### src/rtl/hazard_ctrl.sv
// Pipeline hazard controller: load-use, branch, memory-wait and fetch-bubble
// stall/flush decode, wrong-path fetch discard flag and performance counters.
module hazard_ctrl #(
    parameter int CNT_WIDTH = 32
) (
    input  logic                 clk,
    input  logic                 reset,
    input  logic [4:0]           id_rs1_addr,
    input  logic [4:0]           id_rs2_addr,
    input  logic                 id_uses_rs1,
    input  logic                 id_uses_rs2,
    input  logic                 ex_MemRead,
    input  logic [4:0]           ex_rd_addr,
    input  logic                 ex_branch_taken,
    input  logic                 if_busy,
    input  logic                 mem_busy,
    output logic [1:0]           pc_fs,
    output logic [1:0]           ifid_fs,
    output logic [1:0]           idex_fs,
    output logic [1:0]           exmem_fs,
    output logic [1:0]           memwb_fs,
    output logic [CNT_WIDTH-1:0] stall_cnt,
    output logic [CNT_WIDTH-1:0] flush_cnt,
    output logic                 discard_pending
);

    localparam logic [1:0] FS_RUN   = 2'b00;
    localparam logic [1:0] FS_STALL = 2'b01;
    localparam logic [1:0] FS_FLUSH = 2'b10;

    logic                 r_discard;
    logic [CNT_WIDTH-1:0] r_stall_cnt;
    logic [CNT_WIDTH-1:0] r_flush_cnt;

    logic w_lu;
    logic w_discard;
    logic w_stall_inc;
    logic w_flush_inc;
    logic w_discard_nxt;

    // Load-use match and the cycle where a wrong-path fetch lands
    always_comb begin
        w_lu = ex_MemRead && (ex_rd_addr != 5'd0) &&
               ((id_uses_rs1 && (id_rs1_addr == ex_rd_addr)) ||
                (id_uses_rs2 && (id_rs2_addr == ex_rd_addr)));
        w_discard = r_discard && !if_busy;
    end

    // Priority decode: mem wait > branch > load-use > fetch bubble > run
    always_comb begin
        pc_fs       = FS_RUN;
        ifid_fs     = FS_RUN;
        idex_fs     = FS_RUN;
        exmem_fs    = FS_RUN;
        memwb_fs    = FS_RUN;
        w_flush_inc = 1'b0;
        if (reset) begin
            w_flush_inc = 1'b0;
        end else if (mem_busy) begin
            pc_fs    = FS_STALL;
            ifid_fs  = FS_STALL;
            idex_fs  = FS_STALL;
            exmem_fs = FS_STALL;
            memwb_fs = FS_FLUSH;
        end else if (ex_branch_taken) begin
            ifid_fs     = FS_FLUSH;
            idex_fs     = FS_FLUSH;
            w_flush_inc = 1'b1;
        end else if (w_lu) begin
            pc_fs   = FS_STALL;
            ifid_fs = FS_STALL;
            idex_fs = FS_FLUSH;
        end else if (if_busy || w_discard) begin
            pc_fs       = FS_STALL;
            ifid_fs     = FS_FLUSH;
            w_flush_inc = w_discard;
        end
        w_stall_inc = (pc_fs == FS_STALL);
    end

    // Discard flag: set by a redirect during a fetch, cleared when it lands
    always_comb begin
        w_discard_nxt = r_discard;
        if (mem_busy) begin
            w_discard_nxt = r_discard;
        end else if (ex_branch_taken && if_busy) begin
            w_discard_nxt = 1'b1;
        end else if (!if_busy) begin
            w_discard_nxt = 1'b0;
        end
    end

    // State: discard flag and wrapping performance counters
    always_ff @(posedge clk or posedge reset) begin
        if (reset) begin
            r_discard   <= 1'b0;
            r_stall_cnt <= '0;
            r_flush_cnt <= '0;
        end else begin
            r_discard <= w_discard_nxt;
            if (w_stall_inc) begin
                r_stall_cnt <= r_stall_cnt + CNT_WIDTH'(1);
            end
            if (w_flush_inc) begin
                r_flush_cnt <= r_flush_cnt + CNT_WIDTH'(1);
            end
        end
    end

    assign discard_pending = r_discard;
    assign stall_cnt       = r_stall_cnt;
    assign flush_cnt       = r_flush_cnt;

endmodule

### config.mk
export PLATFORM = sky130hd
export DESIGN_NAME = hazard_ctrl
export DESIGN_NICKNAME = d
export VERILOG_FILES = /design/src/rtl/hazard_ctrl.sv
export SDC_FILE = /design/constraint.sdc
export NUM_CORES = 1
export LEC_CHECK = 0
export ABC_AREA = 1
export CORE_MARGIN = 2
export CORE_UTILIZATION = 45
export CTS_CLUSTER_SIZE = 20
export DETAILED_ROUTE_END_ITERATION = 12
export GPL_ROUTABILITY_DRIVEN = 0
export PLACE_DENSITY_LB_ADDON = 0.3
export SLEW_MARGIN = 40
export SYNTH_ARGS = -nofsm -noshare
export SYNTH_HDL_FRONTEND = slang
export SYNTH_SLANG_ARGS = --single-unit
### constraint.sdc
create_clock -name clk -period 1.8 [get_ports clk]
set_input_delay 0.27 -clock clk [delete_from_list [all_inputs] [get_ports clk]]
set_output_delay 0.27 -clock clk [all_outputs]
set_load 0.1 [all_outputs]
**Yosys cells after proc, flatten, opt, wreduce, memory -nomap -nowiden**

Index checks and enable logic that the tools add are counted.

- Add/sub/neg operators: 2
- Equal/unequal tests: 4
- Mux-type cells: 25
- Bitwise gates (word level): 1
- Reductions and logical operators: 11

Operators by type and width:

| cell | count |
|---|---|
| $add 32x1->32 const B | 2 |
| $mux 2 | 11 |
| $mux 1 | 14 |
| $eq 5x5->1 | 2 |
| $logic_and 1x1->1 | 6 |
| $reduce_bool 5->1 | 1 |
| $eq 2x1->1 const B | 1 |
| $logic_or 1x1->1 | 2 |
| $ne 2x1->1 const B | 1 |
| $reduce_and 2->1 | 1 |
| $logic_not 1->1 | 1 |
| $not 1->1 | 1 |

- Flip-flop bits (word level): 65
- Bits of input ports: 23
- Output and inout port bits: 75
- Word-level logic and storage cells: 46

**Depth between registers and ports, before layout**

- Depth in word-level cells: 9
- Mapped depth: 12
- Mapped depth without buffers: 11

**Worst setup path after synthesis**

No wires, ideal clock.

- Kind: input port to output port
- From: input ex_rd_addr[0]
- To: output idex_fs[1]
- Data arrival time: 2.884 ns
- Slack: -1.354 ns
- Cell stages on the path: 8
- Path through: inv_1 -> nand2_1 -> nand2_1 -> nor2_1 -> nand3_1 -> nand2_1 -> nand2_1 -> a211oi_1

- Cells in the longest elaborated chain, start to end: 8

Ends and longest elaborated chain:

| what | RTL line | text |
|---|---|---|
| from (decl) | 13 | `input logic [4:0] ex_rd_addr,` |
| $eq 5x5->1, on equally long branches | 44, 45 |  |
| $logic_and 1x1->1, on equally long branches | 44, 45 |  |
| $logic_or 1x1->1 | 44 | `((id_uses_rs1 && (id_rs1_addr == ex_rd_addr)) \|\|` |
| $logic_and 1x1->1 * | 43 | `w_lu = ex_MemRead && (ex_rd_addr != 5'd0) &&` |
| $mux 2 * | 69 | `end else if (w_lu) begin` |
| $mux 2 * | 65 | `end else if (ex_branch_taken) begin` |
| $mux 2 * | 59 | `end else if (mem_busy) begin` |
| $mux 2 * | 57 | `if (reset) begin` |
| to (decl) | 19 | `output logic [1:0] idex_fs,` |

Every way passes the cells marked *; elsewhere a longest branch is shown, timed or not.

**Worst setup path after layout**

- From: register r_discard, in the netlist discard_pending
- To: output ifid_fs[1]

- Cells in the longest elaborated chain, start to end: 7

Ends and longest elaborated chain:

| what | RTL line | text |
|---|---|---|
| from (decl) | 31 | `logic r_discard;` |
| from (signal assigned) | 100 | `r_discard <= w_discard_nxt;` |
| $logic_and 1x1->1 | 46 | `w_discard = r_discard && !if_busy;` |
| $logic_or 1x1->1 | 73 | `end else if (if_busy \|\| w_discard) begin` |
| $mux 2 | 73 |  |
| $mux 2 | 69 |  |
| $mux 2 | 65 |  |
| $mux 2 | 59 |  |
| $mux 2 | 57 |  |
| to (decl) | 18 | `output logic [1:0] ifid_fs,` |

Every way passes these cells.

==> flow_summary.ini <==
[layout]
final_cell_mix = nand2_1, buf_12, inv_1
fin_util = 0.698
area_growth_pct = 51.8
fillers = 785
layout_commonest_cell = nand2_1
diodes = 0
final_layout_size_suffix_gt1_frac = 0.328
final_cell_count_no_fill = 971
final_area_mm2 = 0.00714
nets = 855

[grt]
grt_antenna_before_repair = 0
grt_pass1_wl_um = 24300
grt_max_degree = 41
grtUsageTotal = 0.264
grt_pass1_vias = 5269
overflow = 0

[sta]
finClkSkew_ns = 0.00676
setup_ws_ns = 0.0185
fin_crit_sh = 0.990
setup_tns_ns = 0
fin_hold_ws_ns = 0.414
setup_viol = 0
grt_setup_unrepaired = true
slew_violations = 0
hold_viol_final = 0
finalCriticalPeriod_ns = 1.78
clock.fmax_ghz = 0.561

[worst_setup_path]
endpoint_kind = output port
critPathRequiredTime_ns = 1.53
start_kind = register
worst-r2r-cell-count = 9
critical_path_class = register to output port
path_max_fanout = 2
ff2ff_setup_slack_ns = 0.07
reg2reg_from = stall_cnt[6]$_DFFE_PP0P_
rr_endpoint = stall_cnt[27]$_DFFE_PP0P_
arrival_ns = 1.51

[place]
post_dp_cell_area_mm2 = 0.00676
place_inst = 940
dp.final_hpwl_um = 10500
io_buffers = 94
post-place-ws_ns = -0.405

[job]
cap_violations = 0

[power_and_ir_drop]
internal-power_mw = 2.87
power_switching_mw = 2.19
ir_drop_mv = 0.651
power.density_mw_per_mm2 = 709
total_power_mw = 5.06
pwr-share-comb = 0.418
p_leak_nw = 3.18
p_seq_frac = 0.353
switching_share = 0.433
clockPowerShare = 0.230

[logic_synthesis]
yosysSeqAreaShare = 0.346
synthCells = 709
synth-main-ff-cell = dfrtp_1
yosysWarnings = 0
synth_cell_types = 31
synth-edff-count = 0
syn_area_mm2 = 0.00470
syn_area_per_cell_um2 = 6.63
async_flop_share = 1.00
ys_seq_elements = 65

[drt]
detail_route.wl_per_cell_um = 15.0
drc_errors = 0
viasPerCell = 5.42
drt_iter0_markers = 266
routed_wl_um = 14500
ant_nets = 0
num_vias = 5261
firstDrtPassIters = 6

[cts]
clk_latency_ns = 0.35
path_clk_slew_ns = 0.08
root_buffer = clkbuf_8
clockBufferDepth = 2
clock_sinks = 65
cts_tree = yes
cts_buffers = 9
h-tree-depth = 3
cts_hold_buf = 0

[die]
initial_utilization = 0.460
die-width_um = 106
std_cell_rows = 37
fp.dieH_um = 106
io_pins = 98
core_area_mm2 = 0.0102
die_area_mm2 = 0.0113

[worst_hold_path]
hold_path.class = input pin to async pin

[run_status]
status = completed
==> power groups by stage <==
stage	Sequential, mW	Clock (mW)	Combinational (mW)
5_1_grt	1.80	1.23	2.20
3_5_place_dp	1.86	0	1.94
2_1_floorplan	2.53	0	0.532
3_3_place_gp	1.86	0	1.91
4_1_cts	1.81	1.18	1.99
6_report	1.78	1.16	2.11
==> worst max-delay path, cell delays in order (launching register included) <==
cell and delay, ns:
dfrtp_4 0.51, inv_4 0.08, nand2_4 0.06, o2111ai_4 0.20, clkinvlp_4 0.13, buf_12 0.17
==> per-layer routing <==
layer	vias to the layer above	track usage	wire, um
li1	2487	-	-
met1	2471	0.310	5530
met2	241	0.460	7410
met3	62	0.0484	872
met4	0	0.131	707
met5	-	0	0
==> kinds of logic after synthesis <==
group	after synthesis	share of synthesized area
AO/OA/AOI/OAI	6	0.00825
buffers and inverters	108	0.105
XOR/XNOR	33	0.0615
adder cells (fa/ha/maj)	2	0.00532
flip-flops	65	0.346
other	1	0.000798
AND/OR/NAND/NOR	494	0.474
==> final cells by class <==
type,instances,area (um^2),share of cell area
multi-input cells,538,2820,0.395
repair buffers,138,1940,0.271
flip-flops and latches,65,1740,0.243
inverters,78,304,0.0426
well taps,136,170,0.0238
clock buffers,10,128,0.0179
clock inverters,6,43.8,0.00613
==> worst max path at each step <==
stage                                start                   endpoint  slack [ns]  depth (start not counted)
4_1_cts        discard_pending$_DFFE_PP0P_                 ifid_fs[1]     -0.0006                          5
2_1_floorplan                ex_rd_addr[0]                 idex_fs[1]       -0.09                          8
3_3_place_gp                 ex_rd_addr[2]  flush_cnt[29]$_DFFE_PP0P_       -0.32                         10
5_1_grt        discard_pending$_DFFE_PP0P_                 ifid_fs[1]       -0.06                          5
3_5_place_dp                 ex_rd_addr[2]  flush_cnt[21]$_DFFE_PP0P_       -0.41                         10
6_report       discard_pending$_DFFE_PP0P_                 ifid_fs[1]        0.02                          5
==> cell usage after synthesis, types with 8 or more instances <==
cell type / instances / area share
xor2_1: 25 / 0.047
nand3b_1: 11 / 0.018
buf_2: 9 / 0.0096
inv_1: 75 / 0.060
nand2_1: 275 / 0.22
nor2_1: 68 / 0.054
dfrtp_1: 65 / 0.35
nand3_1: 47 / 0.050
nand4_1: 53 / 0.071
xnor2_1: 8 / 0.015
nor3_1: 22 / 0.023
==> registers in the layout, summed over array words and instances (netlist names) <==
| register | count |
|---|---|
| discard_pending | 1 |
| flush_cnt | 32 |
| stall_cnt | 32 |
==> timing repair <==
item / 4_1_cts / 5_1_grt
resized for setup: 34 / 63
pin swaps: 15 / 27
hold endpoints to repair: 0 / 0
endpoints found under the setup margin: 21 / 19
buffers inserted: 5 / 10
cloned: 0 / 0
Power figures use the tool's default switching activity.
